### config.mk
export PLATFORM = sky130hd
export DESIGN_NAME = htp_mc
export DESIGN_NICKNAME = d
export VERILOG_FILES = /design/src/rtl/htp_pkg.sv /design/src/rtl/htp_rr_arb.sv /design/src/rtl/htp_mc.sv
export SDC_FILE = /design/constraint.sdc
export NUM_CORES = 1
export LEC_CHECK = 0
export CAP_MARGIN = 10
export CORE_ASPECT_RATIO = 0.6
export CORE_UTILIZATION = 45
export DETAILED_ROUTE_END_ITERATION = 16
export GPL_TIMING_DRIVEN = 0
export PLACE_DENSITY = 0.75
export SYNTH_ARGS = -nofsm -noshare
export SYNTH_HDL_FRONTEND = slang
export SYNTH_SLANG_ARGS = --single-unit
### constraint.sdc
create_clock -name clk -period 3.7 [get_ports clk]
set_input_delay 1.11 -clock clk [delete_from_list [all_inputs] [get_ports clk]]
set_output_delay 1.11 -clock clk [all_outputs]
set_load 0.005 [all_outputs]
### src/rtl/htp_pkg.sv
//----------------------------------------------------------------------------
// htp_pkg
//   Shared types, constants and helpers for the htp_mc tape reader.
//   Rev 1.0
//----------------------------------------------------------------------------
`default_nettype none

package htp_pkg;

  typedef enum logic [1:0] {
    ST_IDLE = 2'd0,
    ST_ADDR = 2'd1,
    ST_WAIT = 2'd2
  } htp_state_e;

  localparam logic [7:0] BLANK_BYTE = 8'h00;

  // Parity bit over 7 data bits; odd=1 makes the 8-bit weight odd.
  function automatic logic htp_parity(input logic [6:0] data, input logic odd);
    return (^data) ^ odd;
  endfunction

endpackage

`default_nettype wire

### src/rtl/htp_rr_arb.sv
//----------------------------------------------------------------------------
// htp_rr_arb
//   Round-robin pick: lowest-index request at or after the priority pointer.
//   Rev 1.0
//----------------------------------------------------------------------------
`default_nettype none

module htp_rr_arb #(
  parameter int NCH  = 2,
  parameter int CH_W = 2
) (
  input  logic [NCH-1:0]  req,
  input  logic [CH_W-1:0] prio,
  output logic [NCH-1:0]  gnt,
  output logic [CH_W-1:0] gnt_idx,
  output logic            gnt_vld
);

  logic [NCH-1:0] w_rot;
  int             w_sum;

  always_comb begin
    gnt     = '0;
    gnt_idx = '0;
    gnt_vld = 1'b0;
    w_sum   = 0;
    // Rotating the request vector puts the priority channel at bit 0.
    w_rot   = NCH'({req, req} >> prio);
    for (int i = 0; i < NCH; i++) begin
      if (!gnt_vld && w_rot[i]) begin
        gnt_vld = 1'b1;
        w_sum   = int'(prio) + i;
        if (w_sum >= NCH) w_sum = w_sum - NCH;
      end
    end
    if (gnt_vld) begin
      gnt_idx = CH_W'(w_sum);
      gnt     = NCH'(1) << w_sum;
    end
  end

endmodule

`default_nettype wire

### src/rtl/htp_mc.sv
//----------------------------------------------------------------------------
// htp_mc
//   Multi-channel paper-tape reader sharing one synchronous tape ROM.
//   Optional parity insertion when HTP_PARITY_EN is defined.
//   Rev 1.0
//----------------------------------------------------------------------------
`default_nettype none

module htp_mc
  import htp_pkg::*;
#(
  parameter int NCH      = 2,
  parameter int TAPE_AW  = 12,
  parameter int TAPE_LEN = 4096,
  parameter int CH_W     = 2
) (
  input  logic                    clk,
  input  logic                    reset_n,
  input  logic [NCH-1:0]          H_DREQ,
  output logic [NCH-1:0]          H_DRDY,
  output logic [8*NCH-1:0]        H_DIN,
  input  logic [NCH-1:0]          rewind,
  input  logic                    par_odd,
  output logic [NCH-1:0]          eot,
  output logic [CH_W+TAPE_AW-1:0] rom_addr,
  input  logic [7:0]              rom_q
);

  localparam logic [TAPE_AW-1:0] c_ptr_last = TAPE_AW'(TAPE_LEN - 1);
  localparam logic [CH_W-1:0]    c_last_ch  = CH_W'(NCH - 1);

  htp_state_e                r_state, w_state_nxt;
  logic [NCH-1:0]            r_dreq_q, r_pend, r_eot, r_drdy, r_gnt_oh;
  logic [TAPE_AW-1:0]        r_ptr [NCH];
  logic [7:0]                r_din [NCH];
  logic [CH_W-1:0]           r_gnt_idx, r_prio;
  logic                      r_kill;
  logic [CH_W+TAPE_AW-1:0]   r_rom_addr;

  logic [NCH-1:0]            w_gnt;
  logic [CH_W-1:0]           w_gnt_idx;
  logic                      w_gnt_vld, w_grant, w_load, w_gnt_eot, w_unused;
  logic [TAPE_AW-1:0]        w_gnt_ptr;
  logic [7:0]                w_rom_byte, w_blank_byte;

  htp_rr_arb #(.NCH(NCH), .CH_W(CH_W)) u_arb (
    .req     (r_pend),
    .prio    (r_prio),
    .gnt     (w_gnt),
    .gnt_idx (w_gnt_idx),
    .gnt_vld (w_gnt_vld)
  );

`ifdef HTP_PARITY_EN
  assign w_rom_byte   = {htp_parity(rom_q[6:0], par_odd), rom_q[6:0]};
  assign w_blank_byte = {htp_parity(BLANK_BYTE[6:0], par_odd), BLANK_BYTE[6:0]};
  assign w_unused     = rom_q[7];
`else
  assign w_rom_byte   = rom_q;
  assign w_blank_byte = BLANK_BYTE;
  assign w_unused     = par_odd;
`endif

  always_comb begin
    w_gnt_ptr = '0;
    for (int c = 0; c < NCH; c++) begin
      if (w_gnt[c]) w_gnt_ptr = r_ptr[c];
    end
  end

  assign w_gnt_eot = |(r_eot & w_gnt);

  always_ff @(posedge clk or negedge reset_n) begin
    if (!reset_n) r_state <= ST_IDLE;
    else          r_state <= w_state_nxt;
  end

  always_comb begin
    w_state_nxt = r_state;
    w_grant     = 1'b0;
    w_load      = 1'b0;
    unique case (r_state)
      ST_IDLE: begin
        if (w_gnt_vld) begin
          w_grant     = 1'b1;
          w_state_nxt = ST_ADDR;
        end
      end
      ST_ADDR: w_state_nxt = ST_WAIT;
      ST_WAIT: begin
        w_state_nxt = ST_IDLE;
        w_load      = (|(H_DREQ & r_gnt_oh)) && !(|(rewind & r_gnt_oh)) && !r_kill;
      end
      default: w_state_nxt = ST_IDLE;
    endcase
  end

  always_ff @(posedge clk or negedge reset_n) begin
    if (!reset_n) begin
      r_dreq_q   <= '0;
      r_pend     <= '0;
      r_eot      <= '0;
      r_drdy     <= '0;
      r_gnt_oh   <= '0;
      r_gnt_idx  <= '0;
      r_prio     <= '0;
      r_kill     <= 1'b0;
      r_rom_addr <= '0;
      for (int c = 0; c < NCH; c++) begin
        r_ptr[c] <= '0;
        r_din[c] <= '0;
      end
    end else begin
      r_dreq_q <= H_DREQ;

      // A rewind of the granted channel anywhere in its slot cancels the load.
      if (w_grant) begin
        r_gnt_oh  <= w_gnt;
        r_gnt_idx <= w_gnt_idx;
        r_kill    <= |(rewind & w_gnt);
        if (!w_gnt_eot) r_rom_addr <= {w_gnt_idx, w_gnt_ptr};
      end else if (r_state == ST_ADDR) begin
        r_kill <= r_kill | (|(rewind & r_gnt_oh));
      end

      if (r_state == ST_WAIT)
        r_prio <= (r_gnt_idx == c_last_ch) ? '0 : r_gnt_idx + 1'b1;

      for (int c = 0; c < NCH; c++) begin
        if (rewind[c]) begin
          r_ptr[c]  <= '0;
          r_eot[c]  <= 1'b0;
          r_pend[c] <= 1'b0;
          r_drdy[c] <= 1'b0;
        end else begin
          if (!H_DREQ[c]) begin
            r_pend[c] <= 1'b0;
            r_drdy[c] <= 1'b0;
          end else if (!r_dreq_q[c]) begin
            r_pend[c] <= 1'b1;
          end else if (w_grant && w_gnt[c]) begin
            r_pend[c] <= 1'b0;
          end
          if (w_load && r_gnt_oh[c]) begin
            r_drdy[c] <= 1'b1;
            r_din[c]  <= r_eot[c] ? w_blank_byte : w_rom_byte;
            if (!r_eot[c]) begin
              if (r_ptr[c] == c_ptr_last) r_eot[c] <= 1'b1;
              else                        r_ptr[c] <= r_ptr[c] + 1'b1;
            end
          end
        end
      end
    end
  end

  for (genvar c = 0; c < NCH; c++) begin : g_din
    assign H_DIN[8*c +: 8] = r_din[c];
  end

  assign H_DRDY   = r_drdy;
  assign eot      = r_eot;
  assign rom_addr = r_rom_addr;

endmodule

`default_nettype wire
==> impl_metrics.env <==
export IMPL_holdPathEnd="r_pend[1]$_DFFE_PN0P_"
export IMPL_critPathTopFamily="buffers and inverters"
export IMPL_syn_inst=326
export IMPL_grtUsageMet1=0.3476
export IMPL_r2r_slack_ns=1.32
export IMPL_fp_dieH_microns=68.67
export IMPL_ys_warn_count=0
export IMPL_cpMaxStageDelayCell="or4b_2"
export IMPL_maxCapViolCount=0
export IMPL_dp_worst_setup_slack_ns=0.2883
export IMPL_dpl_cell_count=459
export IMPL_worst_r2r_startpoint="r_pend[1]$_DFFE_PN0P_"
export IMPL_cts_sinks=71
export IMPL_finalSetupViolations=0
export IMPL_holdCritStartpoint="r_dreq_q[1]$_DFF_PN0_"
export IMPL_die_x_microns=113.1
export IMPL_antenna_left=0
export IMPL_synth_top_family_by_area="simple AND/OR/NAND/NOR gates"
export IMPL_grt_max_degree=72
export IMPL_post_cts_buffers=0
export IMPL_antenna_found_initial=0
export IMPL_min_path_cells=1
export IMPL_hold_buffers=0
export IMPL_endpoint_kind="flop"
export IMPL_vias=2890
export IMPL_syn2layout_area_growth_pct=28.42
export IMPL_htreeDepth=3
export IMPL_cts_clk_slew_worst_paths_ns=0.06
export IMPL_coreArea_sq_um=6907
export IMPL_ys_ff_latch=71
export IMPL_crit_fanout=10
export IMPL_max_freq_ghz=0.3186
export IMPL_reg2regPathDepth=6
export IMPL_start_util=0.4826
export IMPL_critPathMostFrequentCell="clkbuf_1"
export IMPL_grt_pass1_wl_mm=14.17
export IMPL_clock_path_buffers=2
export IMPL_layout_setup_ws_ns=0.5608
export IMPL_hold_class="flop to flop"
export IMPL_cts_tree="done"
export IMPL_clk_latency_ns=0.34
export IMPL_yosysSeqAreaShare=0.5330
export IMPL_final_area_sq_um=4280
export IMPL_globalRouteOverflowTotal=0
export IMPL_slowest_delay_ns=0.68
export IMPL_final_layout_size_suffix_gt1_frac=0.09794
export IMPL_cts_root_buf="clkbuf_16"
export IMPL_status="complete, no violations"
export IMPL_slew_headroom=0.4021
export IMPL_startpoint_type="input pin"
export IMPL_place_gp_congestion=0.8763
export IMPL_rsz0062_at_grt="false"
export IMPL_async_flop_share=1.000
export IMPL_drc=0
export IMPL_synth_compound_area_frac=0.1813
export IMPL_dp_hpwl_mm=6.154
export IMPL_use_met3=0.09965
export IMPL_wl_per_cell_microns=18.35
export IMPL_synth_edf_count=0
export IMPL_hold_viol_final=0
export IMPL_ys_types=46
export IMPL_portBuffers=46
export IMPL_fin_crit_ns=3.139
export IMPL_dieArea_sq_um=7767
export IMPL_num_rows=23
export IMPL_finalCritPeriodShare=0.8484
export IMPL_placed_cell_area_sq_um=3900
export IMPL_met2_usage=0.3566
export IMPL_powerDensity_nw_per_um2=552.3
export IMPL_grt_usage=0.2462
export IMPL_synthMuxAreaShare=0.05255
export IMPL_nFillCells=550
export IMPL_tightest_slew_ns=0.8886
export IMPL_postSynthAreaPerCell_sq_um=10.22
export IMPL_final_cell_count_no_fill=475
export IMPL_first_pass_iters=5
export IMPL_ctsResizeCount=0
export IMPL_yosys_area_share_adder=0.007508
export IMPL_num_antenna_cells=0
export IMPL_worstPathBufferInverterCount=3
export IMPL_drt_iter0_markers=234
export IMPL_synth_xor_area_share=0
export IMPL_crit_path_cell_trace="clkdlybuf4s50_1, a22o_1, or4b_2, clkbuf_1, clkbuf_1, nand2_1, o21ai_0"
export IMPL_reg2reg_to="rom_addr[5]$_DFFE_PN0P_"
export IMPL_crit_type="input pin to flop"
export IMPL_fin_skew_ns=0.007517
export IMPL_critical_path_required_ns=3.89
export IMPL_synthSimpleGateAreaFrac=0.1937
export IMPL_syn_num_nets=343
export IMPL_viasPerCell=6.084
export IMPL_totalWireLength_mm=8.717
export IMPL_synth_area_sq_um=3333
export IMPL_synth_flop_cell="dfrtp_1"
export IMPL_utilization=0.6197
export IMPL_leakage_nw=1.870
export IMPL_cts_buffers=9
export IMPL_drv_slew=0
export IMPL_arrival_ns=3.33
export IMPL_grt_pass1_vias=2687
export IMPL_io_pins=49
export IMPL_irDropWorstVdd_mv=0.3401
export IMPL_layout_nets=400
export IMPL_grt_busiest_layer="met2"
==> worst register-to-register path: stages, from the launching register on <==
cell      delay (ns)
dfrtp_1         0.42
o21ai_0         0.20
and2_1          0.16
clkbuf_1        0.29
a221o_1         0.37
buf_1           0.42
mux2_2          0.40
==> synth_stat cells (5+ instances only) <==
master / count / area share
a21oi_1: 19 / 0.029
a22o_1: 13 / 0.034
and2_1: 5 / 0.0094
and3_1: 9 / 0.017
clkbuf_1: 12 / 0.014
dfrtp_1: 71 / 0.53
inv_1: 8 / 0.0090
mux2_2: 12 / 0.041
nand2_1: 50 / 0.056
nand3_1: 14 / 0.021
nand4_1: 5 / 0.0094
nor4_1: 6 / 0.011
o21a_1: 5 / 0.011
o21ai_0: 26 / 0.039
o31ai_1: 8 / 0.018
or4_1: 10 / 0.023
==> power by group <==
group | switching [mW] | internal [mW]
registers | 0.0650 | 0.872
clock network | 0.328 | 0.763
logic | 0.145 | 0.190
==> per-stage QoR <==
stage	TNS [ns]	hold slack, ns	total power, mW
final	0	0.4212	2.364
after CTS	0	0.4253	2.380
after detailed placement	0	0.4039	1.284
after global placement	-61.79	0.3971	1.273
after floorplan	0	0.3914	1.061
after global routing	0	0.4528	2.468
==> layout by cell type, fill, tap and decap left out, types with 2 or more instances in the layout <==
master and n:
nor4_1 6, o31a_1 2, o21ai_0 26, clkbuf_8 2
or3_1 2, ha_1 2, nand2_1 50, or4b_2 2
bufinv_16 4, and4_1 4, and2_1 5, dfrtp_1 71
clkinv_1 2, nand3_1 14, clkbuf_16 9, o311ai_0 4
and3_1 9, o41ai_1 4, nand2b_1 4, clkdlybuf4s50_1 45
nand4_1 5, mux2_2 12, buf_2 3, a21oi_1 19
clkbuf_1 12, a221oi_1 2, o21a_1 5, mux2i_1 4
inv_1 8, or4_1 10, a22o_1 13, o31ai_1 8
==> worst max path at each step <==
stage	cells after the start	slack [ns]	endpoint	start
floorplan	5	0.75	r_ptr[14]$_DFFE_PN0P_	rewind[1]
global placement	1	-0.88	H_DIN[2]$_DFFE_PN0P_	reset_n
detailed placement	7	0.29	H_DIN[2]$_DFFE_PN0P_	rewind[0]
CTS	7	0.60	H_DIN[15]$_DFFE_PN0P_	rewind[0]
global route	7	0.47	H_DIN[15]$_DFFE_PN0P_	rewind[0]
finish	7	0.56	H_DIN[15]$_DFFE_PN0P_	rewind[0]
==> state kept, by name, indices dropped and copies added, names as in the netlist <==
name and cells:
r_pend 2, r_ptr 24, r_state 2, r_dreq_q 2
H_DIN 16, H_DRDY 2, r_gnt_oh 2, eot 2
r_prio 2, r_kill 1, r_gnt_idx 2, rom_addr 14
==> layer usage <==
layer | wire (microns) | share of wire | vias to the layer above
met1 | 4076 | 0.47 | 1438
met2 | 3825 | 0.44 | 109
met5 | 0 | 0 | -
met4 | 65 | 0.0075 | 0
met3 | 750 | 0.086 | 8
li1 | - | - | 1335
==> kinds of logic after synthesis <==
logic type | count (synthesis)
AND/OR/NAND/NOR | 119
AO/OA/AOI/OAI | 91
flip-flops | 71
buffers and inverters | 27
multiplexers | 16
adder cells (fa/ha/maj) | 2
==> layout make-up <==
| class | count | area (sq um) | area share |
|---|---|---|---|
| multi-input combinational | 228 | 1450 | 0.3388 |
| inverter | 10 | 37.54 | 0.008769 |
| sequential | 71 | 1777 | 0.4151 |
| clock buffer | 11 | 252.7 | 0.05905 |
| tap | 87 | 108.9 | 0.02543 |
| buffer | 17 | 68.82 | 0.01608 |
| timing repair buffer | 46 | 457.9 | 0.1070 |
| clock inverter | 5 | 127.6 | 0.02982 |
Power figures use the tool's default switching activity.
